File: src/rtl/xb_pipe_reg.sv
// NP x NP registered crossbar with one-hot per-output select, valid/ready
// backpressure, optional atomic multicast, flit counters and error flags.
module xb_pipe_reg #(
    parameter int NP    = 5,
    parameter int DW    = 32,
    parameter int CW    = 16,
    parameter int MCAST = 0
) (
    input  logic             clk,
    input  logic             rstn,
    input  logic [NP*NP-1:0] sel,
    input  logic [NP*DW-1:0] data_in,
    input  logic [NP-1:0]    valid_in,
    output logic [NP-1:0]    in_ready,
    output logic [NP*DW-1:0] data_out,
    output logic [NP-1:0]    valid_out,
    input  logic [NP-1:0]    ready_out,
    output logic [NP-1:0]    err_multi,
    input  logic             cnt_clr,
    output logic [NP*CW-1:0] flit_cnt
);

    logic [NP-1:0]    r_valid;
    logic [NP*DW-1:0] r_data;
    logic [NP-1:0]    r_err;
    logic [NP*CW-1:0] r_cnt;

    logic [NP-1:0]    w_row [NP];
    logic [NP-1:0]    w_dst [NP];
    logic [NP-1:0]    w_free;
    logic [NP-1:0]    w_multi;
    logic [NP-1:0]    w_legal;
    logic [NP-1:0]    w_mc;
    logic [NP-1:0]    w_rdy;
    logic [NP-1:0]    w_load;
    logic [NP*DW-1:0] w_mux;

    always_comb begin
        for (int o = 0; o < NP; o++) begin
            w_row[o]   = sel[o*NP +: NP];
            w_free[o]  = !r_valid[o] || ready_out[o];
            w_multi[o] = |(w_row[o] & (w_row[o] - NP'(1)));
            w_legal[o] = (|w_row[o]) && !w_multi[o];
        end
    end

    // An input is ready only if every destination register can load it.
    always_comb begin
        for (int i = 0; i < NP; i++) begin
            w_dst[i] = '0;
            for (int o = 0; o < NP; o++) begin
                w_dst[i][o] = w_legal[o] && w_row[o][i];
            end
            w_mc[i]  = |(w_dst[i] & (w_dst[i] - NP'(1)));
            w_rdy[i] = rstn && (|w_dst[i])
                     && ((w_dst[i] & ~w_free) == '0)
                     && ((MCAST != 0) || !w_mc[i]);
        end
    end

    always_comb begin
        w_load = '0;
        w_mux  = '0;
        for (int o = 0; o < NP; o++) begin
            for (int i = 0; i < NP; i++) begin
                if (w_legal[o] && w_row[o][i]) begin
                    w_load[o]         = valid_in[i] && w_rdy[i];
                    w_mux[o*DW +: DW] = data_in[i*DW +: DW];
                end
            end
        end
    end

    always_ff @(posedge clk or negedge rstn) begin
        if (!rstn) begin
            r_valid <= '0;
            r_data  <= '0;
        end else begin
            for (int o = 0; o < NP; o++) begin
                if (w_load[o]) begin
                    r_valid[o]         <= 1'b1;
                    r_data[o*DW +: DW] <= w_mux[o*DW +: DW];
                end else if (ready_out[o]) begin
                    r_valid[o] <= 1'b0;
                end
            end
        end
    end

    // Clear has priority over same-cycle increments and error captures.
    always_ff @(posedge clk or negedge rstn) begin
        if (!rstn) begin
            r_err <= '0;
            r_cnt <= '0;
        end else if (cnt_clr) begin
            r_err <= '0;
            r_cnt <= '0;
        end else begin
            for (int o = 0; o < NP; o++) begin
                if (w_multi[o]) begin
                    r_err[o] <= 1'b1;
                end
                if (r_valid[o] && ready_out[o]
                    && (r_cnt[o*CW +: CW] != '1)) begin
                    r_cnt[o*CW +: CW] <= r_cnt[o*CW +: CW] + CW'(1);
                end
            end
        end
    end

    assign in_ready  = w_rdy;
    assign data_out  = r_data;
    assign valid_out = r_valid;
    assign err_multi = r_err;
    assign flit_cnt  = r_cnt;

endmodule

File: config.mk
export PLATFORM = sky130hd
export DESIGN_NAME = xb_pipe_reg
export DESIGN_NICKNAME = d
export VERILOG_FILES = /design/src/rtl/xb_pipe_reg.sv
export SDC_FILE = /design/constraint.sdc
export NUM_CORES = 1
export LEC_CHECK = 0
export CORE_UTILIZATION = 31
export DETAILED_ROUTE_END_ITERATION = 8
export PLACE_DENSITY = 0.68
export SYNTH_ARGS = -nofsm -noshare
export SYNTH_HDL_FRONTEND = slang
export SYNTH_SLANG_ARGS = --single-unit
File: constraint.sdc
create_clock -name clk -period 6.16 [get_ports clk]
set_clock_uncertainty 0.15 [all_clocks]
set_input_delay 0.924 -clock clk [delete_from_list [all_inputs] [get_ports clk]]
set_output_delay 0.924 -clock clk [all_outputs]
set_load 0.05 [all_outputs]
Word-level counts from Yosys, hierarchy flattened. Cells that the tools add are included.

Add/sub/neg operators: 15. Equality and inequality tests: 5. Multiplexer cells: 72. Bitwise operators: 16. Reductions and logical operators: 120.

Operators with widths (count): $mux W32 (25); $reduce_or A5 Y1 (20); $add A16 B1 Y16 const B (5); $mux W16 (5); $mux W80 (1); $ne A16 B16 Y1 const B (5); $and A5 B5 Y5 (15); $logic_and A1 B1 Y1 (60); $sub A5 B1 Y5 const B (10); $mux W1 (40); $reduce_bool A2 Y1 (15); $logic_not A5 Y1 (5); $logic_not A1 Y1 (15); $logic_or A1 B1 Y1 (5); $mux W5 (1); $not A5 Y5 (1).

Register bits after elaboration: 250. Input bits: 198. Output and inout bits: 255. Word-level logic and storage cells: 248.

Logic depth before layout (Yosys ltp).
Depth in word-level cells: 18. Gate-level depth with buffers: 11. Mapped depth without buffers: 9.

Least setup slack after synthesis. Ideal clock, no wire load.

Path type: input port to output port. From: in sel[23]. To: out in_ready[1]. Arrival time: 3.090 ns. Data required time: 5.086 ns. Slack: 1.996 ns. Cell stages on the path: 6. Buffers on the path: 2. Cell sequence: or3_1 > nor3b_1 > clkbuf_1 > clkbuf_1 > a31oi_1 > nor2_1.

Longest elaborated chain between the ends: 11. Elaborated cells on any way between the ends: 17. Those cells by class: add/sub: 2; bitwise: 3; reduce/logical: 12.

RTL lines: from (decl) (RTL line 11) `input logic [NP*NP-1:0] sel,`; $sub A5 B1 Y5 (RTL line 42) `w_multi[o] = |(w_row[o] & (w_row[o] - NP'(1)));`; $and A5 B5 Y5 (RTL line 42); $reduce_or A5 Y1 (RTL line 42); $logic_not A1 Y1 (RTL line 43) `w_legal[o] = (|w_row[o]) && !w_multi[o];`; $logic_and A1 B1 Y1 * (RTL line 43); $logic_and A1 B1 Y1 * (RTL line 52) `w_dst[i][o] = w_legal[o] && w_row[o][i];`; $sub A5 B1 Y5 (RTL line 54) `w_mc[i] = |(w_dst[i] & (w_dst[i] - NP'(1)));`; $and A5 B5 Y5 (RTL line 54); $reduce_or A5 Y1 (RTL line 54); $logic_not A1 Y1 (RTL line 57) `&& ((MCAST != 0) || !w_mc[i]);`; $logic_and A1 B1 Y1 * (RTL line 57); to (decl) (RTL line 14) `output logic [NP-1:0] in_ready,`.

Mark *: on every way between the ends. The rest lies on a longest branch, timed or not.

Worst setup path in the final report.
From: in sel[10]. To: out in_ready[4].

Same word-level chain as after synthesis.

==> out/results.txt <==
For this run, the leading register cell type out of synthesis is sky130_fd_sc_hd__dfrtp_1. Counting along the longest clock path gives a buffer depth of 3. The run gives 34 as the number of buffers inserted during clock tree synthesis. For the number of max-slew violations in the final report, the log shows 0. The count of max-cap constraint violations was 0; the overall power was 5.71 mW. Based on the critical path, the design can be clocked at up to 0.191 GHz. The overall die width is 224 um, and the max-slew headroom at the worst pin is 5.95%. By startpoint and endpoint, the worst setup path is classified as in -> out. For the required time of the critical path, the log shows 5.09 ns. The top cell type by area accounts for 41.1% of the synthesized area. Sequential elements use 41.1% of the synthesized area.

In the final routed layout, each cell accounts on average for 27.0 um. For this run, the post-layout net count is 2143. Setup repair after global routing left no endpoint under its margin. After synthesis, the mean cell area works out to 9.89 um2. Post-cts resize count: 0. Pin placement for this block handled 453 I/O pins. The height of the die came out at 224 um. The total die area is 50000 um2, and the cell count after synthesis is 1539. The met3 usage was 7.06%; the post-route setup TNS was 0 ns. The worst-case IR drop observed on VDD is 169 uV. The root buffer cell was sky130_fd_sc_hd__clkbuf_16. After synthesis, the share of flip-flops with an asynchronous set or reset is 100%. The tree built by TritonCTS fans out to 250 sinks. Clock-pin slew was measured on the worst setup and hold paths at 0.05 ns.

At the pin with the least slew margin, the transition time is 1.41 ns. After detailed routing, the number of remaining DRC violations is 45. The library cells used most frequently in the layout, excluding fill and tap cells, are 450 x sky130_fd_sc_hd__clkdlybuf4s50_1, 250 x sky130_fd_sc_hd__dfrtp_1, 181 x sky130_fd_sc_hd__nand2_1, 162 x sky130_fd_sc_hd__a22oi_1, 160 x sky130_fd_sc_hd__a222oi_1. The hold violation count in the final report was 0; the arrival time reported for the critical path endpoint was 4.15 ns. The number of buffers inserted by port buffering was 452; the placed wire-length estimate was 46.8 mm.

After clock tree synthesis, the flow added hold-fix buffers numbering 0. The vias per cell is 6.29, and the initial antenna violation count is 6. The run finished, with violations left. Dividing total power by cell area gives a power density of 265 nW/um2. Once detail routing completed, the nets flagged for antenna violations numbered 0. For the violation count after the first detailed-route iteration, the log shows 2999. The tools report the worst hold margin as 0.124 ns. The worst path in the final design needs a cycle of 5.22 ns, including I/O delays and setup. TritonCTS built the clock tree. Cells with a size suffix above 1 make up 12.3% of the layout. The synthesized design contains 0 enable-type register cells. In the global route stage, met1 resource usage came out at 33.5%. The class of the most critical hold timing path is in -> async. Number of nets in the synthesized netlist: 1742.

Counting flops and latches in the post-synthesis netlist gives 250. The first global-routing pass estimated 101 mm of wire. The startpoint type of the worst setup path is a primary input. Number of distinct library cells after synthesis: 64. The starting density of the core is 31.7%. The run gives 48000 um2 as the placeable core area.

For the length of the first detailed-routing pass in iterations, the log shows 9. The clock latency on the worst-skew pair is 0.53 ns, and the final weighted congestion in routability-driven placement is 0.921. Entering global routing, the biggest net connects 86 pins. The final reports fail on DRC.

The cell area that synthesis handed to floorplanning was 15200 um2. The logs give 43.2% for the met2 track utilization from global routing and 80 for the floorplan row count. Ranked by total cell area, the synthesized netlist is headed by sky130_fd_sc_hd__dfrtp_1 41%, sky130_fd_sc_hd__a222oi_1 11%, sky130_fd_sc_hd__a22oi_1 8.0%.

The analysis attributes to cell leakage a power of 8.99 nW. The overall global routing resource usage is 26.8%, and the layout overhead on the synthesized area is 41.7%. The leftover overflow at the end of global routing is 0. The setup violation total in the final timing report was 0; the share of the clock period used by the worst path was 84.8%. The most common cell after layout, fill and taps aside was sky130_fd_sc_hd__clkdlybuf4s50_1.

The largest driver fanout on the critical path was 37; the detailed-route wire length was 69.7 mm. The logs give 2 for the number of H-tree levels and 16261 for the number of vias in the routed layout. The post-CTS setup buffer count came out at 0. The cell taking the most area after synthesis is sky130_fd_sc_hd__dfrtp_1. Yosys printed 0 warnings.

The most utilized layer in the global route result was met2. The tools report the number of global-route vias before repair as 16054. The worst setup path is captured at an output port. For the end-of-flow core utilization, the log shows 44.9%.

Counting the fill cells in the layout gives 4552.
-- sequential cells by signal, indices dropped and copies added (netlist names) --
name	cells
data_out	160
flit_cnt	80
err_multi	5
valid_out	5
-- synthesized netlist by cell type, types with 3 or more instances --
cell type                  number
sky130_fd_sc_hd__a211oi_1       4
sky130_fd_sc_hd__a21o_1         3
sky130_fd_sc_hd__a21oi_1       31
sky130_fd_sc_hd__a222oi_1     160
sky130_fd_sc_hd__a22oi_1      162
sky130_fd_sc_hd__a31oi_1       40
sky130_fd_sc_hd__and2_1        13
sky130_fd_sc_hd__and3_1        21
sky130_fd_sc_hd__and3b_1        3
sky130_fd_sc_hd__and4_1        11
sky130_fd_sc_hd__buf_1          4
sky130_fd_sc_hd__buf_2         13
sky130_fd_sc_hd__buf_6          7
sky130_fd_sc_hd__clkbuf_1     102
sky130_fd_sc_hd__dfrtp_1      250
sky130_fd_sc_hd__ha_1           5
sky130_fd_sc_hd__inv_1          8
sky130_fd_sc_hd__mux2_1        28
sky130_fd_sc_hd__mux2_2        52
sky130_fd_sc_hd__mux2_4        48
sky130_fd_sc_hd__mux2i_1        6
sky130_fd_sc_hd__nand2_1      181
sky130_fd_sc_hd__nand3_1       23
sky130_fd_sc_hd__nand3b_1       3
sky130_fd_sc_hd__nand4_1       25
sky130_fd_sc_hd__nor2_1       141
sky130_fd_sc_hd__nor2b_1       15
sky130_fd_sc_hd__nor3_1        10
sky130_fd_sc_hd__nor3b_1        5
sky130_fd_sc_hd__nor3b_2        5
sky130_fd_sc_hd__nor3b_4        5
sky130_fd_sc_hd__nor4_1         9
sky130_fd_sc_hd__o21ai_0       18
sky130_fd_sc_hd__o21bai_1       3
sky130_fd_sc_hd__o22ai_1        5
sky130_fd_sc_hd__or2_2          6
sky130_fd_sc_hd__or3_1         20
sky130_fd_sc_hd__xnor2_1       17
sky130_fd_sc_hd__xor2_1        46
-- layout make-up --
class	count	area, um2	share of cell area [%]
repair buffers	493	4830	22.4
diodes	4	10.0	0.0464
multi-input cells	1153	8460	39.2
clock buffers	48	1000	4.66
inverters	8	30.0	0.139
flip-flops and latches	250	6260	29.0
clock inverters	13	200	0.928
well taps	615	769	3.57
-- layer usage --
| layer | share of wire [%] | routed length (um) |
|---|---|---|
| met5 | 0.037 | 26 |
| met1 | 37 | 26100 |
| met2 | 46 | 32400 |
| met4 | 4.1 | 2860 |
| met3 | 12 | 8410 |
-- worst paths after layout --
path / endpoint / slack (ns) / depth (start not counted) / start
min: flit_cnt[59]$_DFFE_PN0P_ / 0.12 / 1 / rstn
max in group asynchronous: data_out[106]$_DFFE_PN0P_ / 3.40 / 3 / rstn
min in group clk: data_out[80]$_DFFE_PN0P_ / 0.33 / 1 / data_out[80]$_DFFE_PN0P_
max: in_ready[4] / 0.94 / 8 / sel[10]
min reg2reg: data_out[80]$_DFFE_PN0P_ / 0.33 / 1 / data_out[80]$_DFFE_PN0P_
max reg2reg: data_out[159]$_DFFE_PN0P_ / 2.27 / 9 / valid_out[3]$_DFFE_PN0P_
-- where the power goes --
part | switching, mW | internal [mW]
clock | 0.794 | 1.35
sequential | 0.131 | 1.81
combinational | 1.05 | 0.582
-- stage by stage --
step	instance area, um2	setup slack, ns	instances
after detailed placement	20300	1.01	2519
final	21600	0.937	2584
after global routing	21600	0.900	2584
after floorplan	15200	2.00	1539
after CTS	21600	1.02	2580
after global placement	20300	1.06	2519
-- critical path, stage by stage --
cell                              delay [ns]
sky130_fd_sc_hd__clkdlybuf4s50_1        0.52
sky130_fd_sc_hd__or3_1                  0.49
sky130_fd_sc_hd__nor3b_2                0.34
sky130_fd_sc_hd__buf_4                  0.57
sky130_fd_sc_hd__a211oi_1               0.18
sky130_fd_sc_hd__a21o_1                 0.22
sky130_fd_sc_hd__and3_1                 0.16
sky130_fd_sc_hd__clkdlybuf4s50_1        0.74
-- cell families after synthesis --
logic type / after synthesis / synth area share [%]
AO/OA/AOI/OAI: 447 / 23.8
multiplexers: 134 / 11.0
buffers and inverters: 136 / 3.86
AND/OR/NAND/NOR: 504 / 16.2
adder cells (fa/ha/maj): 5 / 0.411
XOR/XNOR: 63 / 3.63
flip-flops: 250 / 41.1
No activity file was read; power rests on OpenSTA's default activity.
